<file path="src/rtl/food_spawn_ctrl.sv">
// Food spawn sequencer: samples the LFSR over the shared bus, checks each candidate cell
// against snake occupancy, retries, then falls back to a linear scan. Option: FOOD_AVOID_LAST_EN.

module food_spawn_ctrl #(
   parameter int unsigned MAX_TRIES = 16,
   parameter int unsigned GRID_BITS = 3
) (
   input  logic                 clk,
   input  logic                 reset,
   input  logic                 req,
   output logic                 busy,
   output logic                 done,
   output logic                 fail,
   output logic [GRID_BITS-1:0] food_x,
   output logic [GRID_BITS-1:0] food_y,
   output logic                 bus_req,
   input  logic                 bus_gnt,
   output logic                 c_lfsr,
   input  logic [7:0]           bus_in,
   output logic                 occ_req,
   output logic [GRID_BITS-1:0] occ_x,
   output logic [GRID_BITS-1:0] occ_y,
   input  logic                 occ_ack,
   input  logic                 occ_hit
);

   localparam int unsigned CELL_BITS = 2 * GRID_BITS;
   localparam logic [7:0]  TRY_LIMIT = 8'(MAX_TRIES);

   typedef enum logic [2:0] {
      S_IDLE,
      S_BUS_WAIT,
      S_SAMPLE,
      S_QUERY,
      S_SCAN,
      S_SCAN_Q,
      S_ACCEPT,
      S_FAIL
   } state_t;

   state_t               state, state_n;
   logic [CELL_BITS-1:0] cand, cand_n, cand_inc, sample;
   logic [CELL_BITS-1:0] scan_cnt, scan_n;
   logic [CELL_BITS-1:0] food, food_n;
   logic [7:0]           try_cnt, try_n, try_inc;
   logic                 sample_is_last, inc_is_last;
   logic                 unused_bus_bits;

   // Cells are packed as {x,y}, so incrementing cand advances y first and carries into x.
   assign sample   = {bus_in[4 +: GRID_BITS], bus_in[0 +: GRID_BITS]};
   assign cand_inc = cand + CELL_BITS'(1);
   assign try_inc  = try_cnt + 8'd1;
   assign unused_bus_bits = bus_in[7] ^ bus_in[3];

   assign food_x = food[CELL_BITS-1:GRID_BITS];
   assign food_y = food[GRID_BITS-1:0];
   assign occ_x  = cand[CELL_BITS-1:GRID_BITS];
   assign occ_y  = cand[GRID_BITS-1:0];

`ifdef FOOD_AVOID_LAST_EN
   assign sample_is_last = (sample == food);
   assign inc_is_last    = (cand_inc == food);
`else
   assign sample_is_last = 1'b0;
   assign inc_is_last    = 1'b0;
`endif

   always_comb begin
      // NOTE: every signal gets a default here so no path through the case infers a latch.
      state_n = state;
      cand_n  = cand;
      try_n   = try_cnt;
      scan_n  = scan_cnt;
      food_n  = food;
      busy    = 1'b0;
      done    = 1'b0;
      fail    = 1'b0;
      bus_req = 1'b0;
      c_lfsr  = 1'b0;
      occ_req = 1'b0;

      case (state)
         S_IDLE: begin
            if (req) begin
               try_n   = '0;
               state_n = S_BUS_WAIT;
            end
         end
         S_BUS_WAIT: begin
            busy    = 1'b1;
            bus_req = 1'b1;
            if (bus_gnt) state_n = S_SAMPLE;
         end
         S_SAMPLE: begin
            busy    = 1'b1;
            bus_req = 1'b1;
            c_lfsr  = 1'b1;
            cand_n  = sample;
            try_n   = try_inc;
            if (!sample_is_last) begin
               state_n = S_QUERY;
            end else if (try_inc >= TRY_LIMIT) begin
               scan_n  = '0;
               state_n = S_SCAN;
            end else begin
               state_n = S_BUS_WAIT;
            end
         end
         S_QUERY: begin
            busy    = 1'b1;
            occ_req = 1'b1;
            if (occ_ack) begin
               if (!occ_hit) begin
                  food_n  = cand;
                  state_n = S_ACCEPT;
               end else if (try_cnt >= TRY_LIMIT) begin
                  scan_n  = '0;
                  state_n = S_SCAN;
               end else begin
                  state_n = S_BUS_WAIT;
               end
            end
         end
         S_SCAN: begin
            busy   = 1'b1;
            cand_n = cand_inc;
            if (!inc_is_last) begin
               state_n = S_SCAN_Q;
            end else begin
               // The previous food cell is skipped but still counts toward the 64 cells.
               scan_n  = scan_cnt + CELL_BITS'(1);
               state_n = (scan_cnt == '1) ? S_FAIL : S_SCAN;
            end
         end
         S_SCAN_Q: begin
            busy    = 1'b1;
            occ_req = 1'b1;
            if (occ_ack) begin
               scan_n = scan_cnt + CELL_BITS'(1);
               if (!occ_hit) begin
                  food_n  = cand;
                  state_n = S_ACCEPT;
               end else if (scan_cnt == '1) begin
                  state_n = S_FAIL;
               end else begin
                  state_n = S_SCAN;
               end
            end
         end
         S_ACCEPT: begin
            done    = 1'b1;
            state_n = S_IDLE;
         end
         S_FAIL: begin
            fail    = 1'b1;
            state_n = S_IDLE;
         end
         default: state_n = S_IDLE;
      endcase
   end

   always_ff @(posedge clk or negedge reset) begin
      if (!reset) begin
         state    <= S_IDLE;
         cand     <= '0;
         try_cnt  <= '0;
         scan_cnt <= '0;
         food     <= '0;
      end else begin
         // NOTE: non-blocking assignments so every register updates from pre-edge values.
         state    <= state_n;
         cand     <= cand_n;
         try_cnt  <= try_n;
         scan_cnt <= scan_n;
         food     <= food_n;
      end
   end

endmodule

</file>
<file path="config.mk">
export PLATFORM = sky130hd
export DESIGN_NAME = food_spawn_ctrl
export DESIGN_NICKNAME = d
export VERILOG_FILES = /design/src/rtl/food_spawn_ctrl.sv
export SDC_FILE = /design/constraint.sdc
export NUM_CORES = 1
export LEC_CHECK = 0
export CAP_MARGIN = 20
export CORE_MARGIN = 5
export CORE_UTILIZATION = 40
export CTS_BUF_LIST = sky130_fd_sc_hd__clkbuf_16
export CTS_CLUSTER_SIZE = 28
export DETAILED_ROUTE_END_ITERATION = 8
export GPL_TIMING_DRIVEN = 0
export PLACE_DENSITY = 0.66
export SLEW_MARGIN = 20
export SYNTH_ARGS = -nofsm -noshare
export SYNTH_HDL_FRONTEND = slang
export SYNTH_SLANG_ARGS = --single-unit
</file>
<file path="constraint.sdc">
create_clock -name clk -period 5 [get_ports clk]
set_input_delay 1 -clock clk [delete_from_list [all_inputs] [get_ports clk]]
set_output_delay 1 -clock clk [all_outputs]
set_load 0.05 [all_outputs]
</file>
==> metrics.txt <==
CTS root buf clkbuf_16; sw power around 700 uW; Yosys cell types 38; Area after DPL 0.00200 mm2; # diodes 0; Util after Layout 53.4%; Layout Cell Area excl Fill 0.00213 mm2; first-pass GRT wire length 6820 um; Die Wd between 70 and 80 um; Post-synth top flop dfrtp_1; area grow syn2layout 28.9%; Mapped Avg Cell Area about 9.2 um2; Yosys Warn Count 0; clock latency on the worst-skew pair 270 ps; final hold viol count 0; R2R Setup Slk 3030 ps; CTS buffer count 5; CTS tree done; CTS HTree Levels 2; initial DRC count 100; Cell Rows 23; Pins Over Slew Limit 0; Leak 0.000920 uW; total grt overflow 0; part of the power in combinational logic 54.1%; status complete, no violations; via count of the first global-routing pass approximately 1,400; asr flop ratio synth 100%; FILL cells ~370; Hold/Removal Path Class flip-flop to flip-flop; Syn Inst Count 180; io pins 32; RSZ-0062 raised after global routing no; DIE HEIGHT 74.4 um; reg-to-reg startpoint state[1]; Nets roughly 230; initial antenna violation count 0; Final Cycle Share between 60% and 70%; setup TNS 0 ps; Max Cap Viol 0; Post-synth EDFFs 0; vias per cell approximately 5.5; Routed wire per std cell between 15 and 20 um; minimum clock period 3490 ps; CP Data Required Time 4000 ps; GRT Util Overall between 10% and 20%; CTS Buffer Depth 2; sequential power share 27.4%; DP Wirelength roughly 2800 um; post-synthesis net count roughly 200; routability cong. around 0.83; Initial Utilization between 40% and 50%; f_max ~290 MHz; cell area after synthesis approximately 0.0017 mm2; drt pass-1 iters 4; R2R depth 3; Core ar. 0.00400 mm2; cell-internal power 776 uW; Hold-fix buffers, CTS 0; Seq/Total Area, Yosys between 40% and 50%; switch share ~47%; CP max FO 10; clock sink count 29; Worst Setup Start Kind flip-flop; r2r endpoint food[1]; Post-Route WL roughly 4000 um; PwrDens 691 mW/mm2; final setup fails 0; peak supply drop roughly 0.44 mV; CP arrival 2490 ps; clk_skew 4.46 ps; via count between 1,000 and 1,500; register bit total from synthesis 29; Least-Margin Pin Slew between 700 and 800 ps; CP endpoint kind output port; IO buf count 29; Clock Power Share approximately 19%; worst setup path end fail; Worst-path clk slew around 50 ps; number of remaining DRC errors 0; Die Footprint 0.00553 mm2; Relative slew margins 52.2%; crit path from state[1]; CTS resizes 0; layout cells sized above 1 8.84%; antenna-violating nets left 0; critical path class flip-flop to output port; largest net degree at the start of global routing 30; postcts setup bufs 0
per-stage QoR:
stage | cells | power [uW] | setup WS [ps] | hold WS [ps]
floorplan | 180 | 962 | 2370 | 446
global placement | 259 | 1190 | 1830 | 461
detailed placement | 259 | 1200 | 1830 | 469
CTS | 265 | 1480 | 1530 | 475
global route | 265 | 1580 | 1330 | 512
finish | 265 | 1470 | 1510 | 475
critical path, stage by stage (launching register included):
cell,delay (ps)
dfrtp_1,410
clkbuf_1,360
clkbuf_1,420
and3_1,220
clkdlybuf4s50_1,800
how the worst min path moves through the flow:
stage	startpoint	end	slack (ps)	depth (start not counted)
floorplan	try_cnt[7]	try_cnt[7]	450	1
global placement	try_cnt[7]	try_cnt[7]	460	1
detailed placement	try_cnt[7]	try_cnt[7]	470	1
CTS	try_cnt[7]	try_cnt[7]	480	1
global route	try_cnt[7]	try_cnt[7]	510	1
finish	try_cnt[7]	try_cnt[7]	480	1
state kept, by name, indices dropped and copies added, names as in the netlist:
register  count
try_cnt       8
cand          6
food          6
scan_cnt      6
state         3
kinds of logic (layout without fill, tap and decap cells):
group	Yosys count	after routing	synth area share, %
xor+xnor	2	2	1.06
compound gates	60	60	22.8
mux	12	12	7.70
fa+ha+maj	4	4	3.02
buf+inv	17	52	4.15
simple gates	56	56	17.4
flops	29	29	43.8
synth_stat cells (2+ instances only):
| library cell | instances | area (um2) |
|---|---|---|
| dfrtp_1 | 29 | 726 |
| nand2_1 | 17 | 63.8 |
| a21oi_1 | 15 | 75.1 |
| o21ai_0 | 15 | 75.1 |
| nor2_1 | 12 | 45.0 |
| inv_1 | 8 | 30.0 |
| mux2_2 | 6 | 67.6 |
| mux2i_1 | 6 | 60.1 |
| nand3_1 | 6 | 30.0 |
| o22ai_1 | 6 | 37.5 |
| a31oi_1 | 5 | 31.3 |
| nor3_1 | 5 | 25.0 |
| buf_2 | 4 | 20.0 |
| clkbuf_1 | 4 | 15.0 |
| ha_1 | 4 | 50.1 |
| nand4_1 | 4 | 25.0 |
| a22o_1 | 3 | 26.3 |
| a22oi_1 | 3 | 22.5 |
| and3_1 | 3 | 18.8 |
| a21o_1 | 2 | 15.0 |
| a41oi_1 | 2 | 17.5 |
| nand3b_1 | 2 | 15.0 |
| nor2b_1 | 2 | 12.5 |
| o21a_1 | 2 | 15.0 |
| o31ai_1 | 2 | 15.0 |
routing by layer:
metal  part of all wire, %  GRT usage [%]  wire, um  vias up
met5                     0              0         0        -
met4                   1.5           5.34        59        0
met3                   4.4           4.59       177        6
met2                    45           24.4      1800       30
met1                    49           22.8      1950      673
li1                      -              -         -      742
cells in the final DEF, fill, tap and decap left out, types with 2 or more instances in the layout:
cell	Yosys	routed
ha_1	4	4
nand3_1	6	6
nand4_1	4	4
nor3_1	5	5
nand2_1	17	17
a22o_1	3	3
dfrtp_1	29	29
o31ai_1	2	2
inv_1	8	8
clkbuf_16	0	5
a41oi_1	2	2
clkdlybuf4s50_1	0	28
nor2b_1	2	2
and3_1	3	3
o21ai_0	15	15
a21oi_1	15	15
buf_2	4	5
clkbuf_1	4	4
a31oi_1	5	5
mux2_2	6	6
nand3b_1	2	2
nor2_1	12	12
mux2i_1	6	6
a21o_1	2	2
a22oi_1	3	3
o21a_1	2	2
o22ai_1	6	6
power groups by stage:
stage	Clock, uW	Combinational [uW]	Sequential (uW)
after floorplan	0	417	545
after global placement	0	788	406
after detailed placement	0	796	408
after CTS	277	800	405
after global routing	288	870	423
final	272	798	405
cell type report:
| type | count | area [um2] | share of cell area (%) |
|---|---|---|---|
| inverter | 8 | 30.0 | 1.41 |
| sequential | 29 | 726 | 34.0 |
| clock buffer | 5 | 125 | 5.86 |
| clock inverter | 1 | 5.00 | 0.234 |
| tap | 50 | 62.6 | 2.93 |
| timing repair buffer | 29 | 285 | 13.4 |
| multi-input combinational | 134 | 862 | 40.4 |
| buffer | 9 | 38.8 | 1.82 |
(Power assumes the default switching activity.)
